<file path="src/rtl/ls74_pkg.sv">
// Shared types and sizes for the 74LS165-style serializer.
// LS165_PARITY_EN selects the nine-slot (odd parity) frame length.
package ls74_pkg;

  localparam int DATA_W = 8;
  localparam int CNT_W  = 4;

  typedef enum logic {
    IDLE  = 1'b0,
    SHIFT = 1'b1
  } state_t;

`ifdef LS165_PARITY_EN
  localparam logic [CNT_W-1:0] LAST = 4'd8;
`else
  localparam logic [CNT_W-1:0] LAST = 4'd7;
`endif

endpackage

</file>
<file path="src/rtl/ls165_core.sv">
// 8-bit parallel-load shift register modelled on the 74LS165.
// Load ignores clk_inh; shifting moves ser_in into bit 0 and exposes bit 7.
module ls165_core
  import ls74_pkg::*;
(
  input  logic              clk,
  input  logic              rst,
  input  logic              load,
  input  logic [DATA_W-1:0] load_data,
  input  logic              shift,
  input  logic              clk_inh,
  input  logic              ser_in,
  output logic              q_h
);

  logic [DATA_W-1:0] shift_reg;

  always_ff @(posedge clk) begin
    if (rst) begin
      shift_reg <= '0;
    end else if (load) begin
      shift_reg <= load_data;
    end else if (shift && !clk_inh) begin
      shift_reg <= {shift_reg[DATA_W-2:0], ser_in};
    end
  end

  assign q_h = shift_reg[DATA_W-1];

endmodule

</file>
<file path="src/rtl/ls165_piso_tx.sv">
// Word-level serializer wrapping ls165_core: IDLE/SHIFT sequencer, slot counter and done pulse.
// Define LS165_PARITY_EN to append an odd-parity slot after D0.
module ls165_piso_tx
  import ls74_pkg::*;
(
  input  logic              clk,
  input  logic              rst,
  input  logic [DATA_W-1:0] tx_data,
  input  logic              tx_valid,
  output logic              tx_ready,
  input  logic              ser_in,
  input  logic              clk_inh,
  output logic              q_h,
  output logic              q_h_n,
  output logic              busy,
  output logic              done
);

  state_t           state;
  state_t           state_next;
  logic [CNT_W-1:0] cnt;
  logic [CNT_W-1:0] cnt_next;
  logic             done_next;
  logic             load;
  logic             shift;
  logic             core_q_h;

  always_ff @(posedge clk) begin
    if (rst) begin
      state <= IDLE;
      cnt   <= '0;
      done  <= 1'b0;
    end else begin
      state <= state_next;
      cnt   <= cnt_next;
      done  <= done_next;
    end
  end

  // The counter wraps to 0 on the final slot so it never exceeds LAST.
  always_comb begin
    state_next = state;
    cnt_next   = cnt;
    done_next  = 1'b0;
    load       = 1'b0;
    shift      = 1'b0;
    case (state)
      IDLE: begin
        if (tx_valid) begin
          load       = 1'b1;
          cnt_next   = '0;
          state_next = SHIFT;
        end
      end
      SHIFT: begin
        shift = 1'b1;
        if (!clk_inh) begin
          if (cnt == LAST) begin
            cnt_next   = '0;
            state_next = IDLE;
            done_next  = 1'b1;
          end else begin
            cnt_next = cnt + 1'b1;
          end
        end
      end
    endcase
  end

  ls165_core u_core (
    .clk       (clk),
    .rst       (rst),
    .load      (load),
    .load_data (tx_data),
    .shift     (shift),
    .clk_inh   (clk_inh),
    .ser_in    (ser_in),
    .q_h       (core_q_h)
  );

`ifdef LS165_PARITY_EN
  logic parity;

  always_ff @(posedge clk) begin
    if (rst) begin
      parity <= 1'b0;
    end else if (load) begin
      parity <= ~^tx_data;
    end
  end

  assign q_h = ((state == SHIFT) && (cnt == LAST)) ? parity : core_q_h;
`else
  assign q_h = core_q_h;
`endif

  assign q_h_n    = ~q_h;
  assign busy     = (state == SHIFT);
  assign tx_ready = (state == IDLE);

endmodule

</file>
<file path="config.mk">
export PLATFORM = sky130hd
export DESIGN_NAME = ls165_piso_tx
export DESIGN_NICKNAME = d
export VERILOG_FILES = /design/src/rtl/ls74_pkg.sv /design/src/rtl/ls165_core.sv /design/src/rtl/ls165_piso_tx.sv
export SDC_FILE = /design/constraint.sdc
export NUM_CORES = 1
export LEC_CHECK = 0
export CORE_AREA = 2 2 39 41
export CTS_CLUSTER_SIZE = 14
export DETAILED_ROUTE_END_ITERATION = 10
export DIE_AREA = 0 0 41 43
export PLACE_DENSITY_LB_ADDON = 0.12
export SETUP_SLACK_MARGIN = 0.4
export SYNTH_ARGS = -nofsm -noshare
export SYNTH_HDL_FRONTEND = slang
export SYNTH_SLANG_ARGS = --single-unit
</file>
<file path="constraint.sdc">
create_clock -name clk -period 2.3 [get_ports clk]
set_clock_uncertainty 0.2 [all_clocks]
set_input_delay 0.345 -clock clk [delete_from_list [all_inputs] [get_ports clk]]
set_output_delay 0.345 -clock clk [all_outputs]
set_load 0.01 [all_outputs]
</file>
; Word-level counts from Yosys, hierarchy flattened
; Index checks and enable logic that the tools add are counted.
[op_classes]
addsub = 1
n_reduce_logical = 5
n_eq_ne = 3
n_bitwise = 2
muxes = 13
[op_table]
columns = operator, count
row1 = two-way mux 8 bit, 2
row2 = two-way mux 4 bit, 3
row3 = one-hot mux 4 bit (2 select lines), 1
row4 = two-way mux 1 bit, 6
row5 = "adder 4 x 1 -> 4 bit, second input constant", 1
row6 = "== test 4 x 3 -> 1 bit, second input constant", 1
row7 = "inequality test 2 bit, second input constant", 2
row8 = OR reduction 3 bit, 1
row9 = inverter 1 bit, 2
row10 = one-hot mux 1 bit (2 select lines), 1
row11 = AND reduction 2 bit, 1
row12 = nonzero test 2 bit, 1
row13 = logical AND 1 bit, 1
row14 = logical NOT 1 bit, 1
[totals]
register_bits = 14
wordCells = 28
inputBits = 13
out_inout_bits = 5

; Longest topological paths before layout
[depth]
word_depth = 4
mapped_depth = 4
ltp_nobuf = 4

; Modules after synthesis
; Synthesis repeated with hierarchy kept, for this count alone.
[unflattened]
cells_unflattened = 79
area_unflattened_um2 = 749.5
[modules_own_cells]
columns = module, cells_each, area_each_um2, seq_area_each_um2, instances
row1 = ls165_core, 45, 432.9, 160.2, 1
row2 = ls165_piso_tx, 34, 316.6, 120.1, 1

; Worst setup path before layout
; OpenSTA, ideal clock, no wires.
[synth_timing]
path_kind = reg-to-reg
start = reg state, in the netlist busy
end = reg cnt[3]
arrival_time_ns = 1.067
path_stages_with_launch = 4
synth_period_minus_slack_ns = 1.341
path_slack_ns = 0.959
t_required_ns = 2.026
path_cell_list = dfxtp_1 > nand2b_2 > a2111o_1 > a31oi_1
[synth_between]
elab_chain_len = 3
word_cells_on_any_way = 5
[synth_rtl]
columns = element, line
row1 = start: declaration, ls165_piso_tx.sv:19  ; state_t state;
row2 = start signal: assignment, ls165_piso_tx.sv:34  ; state <= state_next;
row3 = inverter 1 bit, --
row4 = inequality test 2 bit (no source line), --
row5 = AND reduction 2 bit (no source line), --
row6 = end signal: assignment, ls165_piso_tx.sv:35  ; cnt <= cnt_next;
row7 = end: declaration, ls165_piso_tx.sv:21  ; logic [CNT_W-1:0] cnt;
; Several ways; a longest one is shown, not always the timed one.
; A chain may end at the register's enable or synchronous reset.

; Final worst setup path
[layout_timing]
start = reg state, in the netlist busy
end = out busy
[layout_rtl]
columns = element, line
row1 = end: declaration, ls165_piso_tx.sv:15  ; output logic busy,
; No word-level cell between the ends.

==> out/qor.csv <==
metric,value,unit
Leakage,0.277,nW
most frequent cell after synthesis,dfxtp_1,
max-slew violation count,0,
Num CTS Buffers,3,
crit path time final,1.77,ns
CP top delay family,buffers and inverters,
asr flop ratio synth,0,%
post-synth top area cell,dfxtp_1,
Tot Pwr,0.474,mW
via count of the routed design,552,
cells after synthesis,69,
met2 Usage GRT,23.4,%
root buf cell,clkbuf_4,
dpl ws,0.342,ns
"Cell Chain, Critical Path",clkdlybuf4s50_1,
final setup violation count,0,
period utilization,76.7,%
Synth Cell Area,601,um2
setup TNS,0,ns
DRC,0,
register area share after synthesis,46.7,%
n_diodes,0,
synth top area cells,"dfxtp_1 47%, nand3_1 10%, a22oi_1 8.8%",
share of post-route cells with drive strength above 1,7.06,%
status,"complete, no violations",
row cnt,14,
Reg power frac,55.6,%
clk_lat worst skew,0.28,ns
Wirelength per Cell,11.9,um
CTS sink cnt,14,
Power Dens Cells,593,nW/um2
Post-CTS Setup Bufs,0,
Slowest cell on crit path,clkdlybuf4s50_1,
area delta synth->final,33.3,%
setup ws final,0.535,ns
CTS H-tree depth,1,
routing usage on met3,7.85,%
Post-Syn Nets,83,
nets,101,
initial core utilization,43.4,%
Worst Tran Pin Value,0.530,ns
chip width,41,um
WP data required,1.75,ns
io pins,18,
Setup crit end kind,output port,
"top cells by count, synth","14 x dfxtp_1, 12 x nand3_1, 10 x a21oi_1",
Post-DP Area,777,um2
Clock power frac,28.2,%
Setup CP Type,flip-flop to output port,
Die Ht,43,um
DPL Wire Length,787,um
switching part of the total power,24.5,%
RSZ-0062 raised after global routing,no,
port bufs,17,
final hold violations,0,
FMAX,567,MHz
Finished Layout Cells,101,
"critical path fanouts, max",8,
gr usage total,17.2,%
first-pass GRT wire length,1990,um
Peak VDD IR,0.364,mV
register bit total from synthesis,14,
max reg flops,8,
vias per inst,5.47,
largest net degree at the start of global routing,15,
met1 Use GR,22.4,%
Core Region,1380,um2
Pre-Repair DR Iteration Count,4,
WL final,1200,um
initial drt markers,18,
vias in the first global route,461,
"EDFF count, synth",0,
worst min path class,flip-flop to flip-flop,
GPL Wtd Cong,0.663,
Clock Tree Buf Depth,2,
Max-cap violations,0,
Max-slew headroom,64.6,%
critical path startpoint category,flip-flop,
grt ovf,0,
Yosys cell types,21,
CP Data Arrival Time,1.22,ns
"Reg clk slew, reported paths",0.08,ns
CTS tree,yes,
internal power,0.358,mW
Worst path max stage delay,0.55,ns
Syn Area/Cell,8.70,um2
Ys Warns,0,
grt peak-use layer,met2,
post-synth top area share,46.7,%
final instance area,801,um2
initial antenna violation count,0,
Combinational Power Share,16.2,%
Inst Count DP,98,
post-route ant nets,0,
die area,1760,um2
P_sw,0.116,mW
Post-synth top flop,dfxtp_1,
Crit path buffers/inverters,1,
cell families (layout without fill, tap and decap cells):
| group | after synthesis | in the layout | share of synthesized area [%] |
|---|---|---|---|
| AND/OR/NAND/NOR | 25 | 25 | 22.7 |
| flip-flops | 14 | 14 | 46.7 |
| AO/OA/AOI/OAI | 21 | 21 | 22.3 |
| buffers and inverters | 7 | 23 | 4.79 |
| adder cells (fa/ha/maj) | 1 | 1 | 2.08 |
| XOR/XNOR | 1 | 1 | 1.46 |
per-stage QoR:
| stage | utilization (%) | hold slack [ns] |
|---|---|---|
| after global routing | 57.9 | 0.290 |
| final | 57.9 | 0.272 |
| after global placement | 56.1 | 0.264 |
| after detailed placement | 56.1 | 0.264 |
| after floorplan | - | 0.214 |
| after CTS | 57.8 | 0.275 |
placed cells by master, fill, tap and decap left out, drive strengths merged:
| cell | Yosys | routed |
|---|---|---|
| nand2 | 3 | 3 |
| nor2b | 1 | 1 |
| inv | 2 | 2 |
| a31oi | 1 | 1 |
| nand2b | 2 | 2 |
| nand3b | 3 | 3 |
| buf | 2 | 1 |
| a311oi | 1 | 1 |
| and2b | 1 | 1 |
| nor3 | 2 | 2 |
| a22oi | 7 | 7 |
| clkbuf | 3 | 3 |
| dfxtp | 14 | 14 |
| o21ai | 1 | 1 |
| clkdlybuf4s50 | 0 | 17 |
| a21oi | 10 | 10 |
| ha | 1 | 1 |
| xor2 | 1 | 1 |
| a2111o | 1 | 1 |
| nor2 | 1 | 1 |
| nand3 | 12 | 12 |
repair_timing:
item                       CTS  global route
hold buffers                 0             0
setup endpoints to repair    0             1
gates resized for setup      0             1
worst min-delay path, stage by stage (launching register included):
cell,delay (ns)
dfxtp_1,0.31
nand3_1,0.06
a21oi_1,0.06
layer usage:
metal  share of wire [%]  up-vias
met5                   0        -
met4                0.84        0
met3                 5.7        2
met2                  47       16
met1                  46      250
li1                    -      284
path summary, 6_finish.rpt:
kind                             from             endpoint  slack, ns  cells after the start
setup reg to reg                 busy               cnt[3]       0.86                      3
hold reg to reg   u_core.shift_reg[2]  u_core.shift_reg[2]       0.27                      2
setup / recovery                 busy                 busy       0.53                      1
hold / removal    u_core.shift_reg[2]  u_core.shift_reg[2]       0.27                      2
power by group through the flow:
stage / registers (mW) / logic [mW] / clock network (mW)
5_1_grt: 0.266 / 0.0852 / 0.154
2_1_floorplan: 0.269 / 0.0377 / 0
3_5_place_dp: 0.269 / 0.0770 / 0
4_1_cts: 0.264 / 0.0773 / 0.140
3_3_place_gp: 0.269 / 0.0763 / 0
6_report: 0.264 / 0.0767 / 0.134
area by class of cell:
cell class / count / area [um2]
inverters: 2 / 7.51
flip-flops and latches: 14 / 282
well taps: 16 / 20.0
repair buffers: 18 / 178
clock buffers: 3 / 22.5
multi-input cells: 48 / 292
fillers: 134 / 583
(Power assumes the default switching activity.)
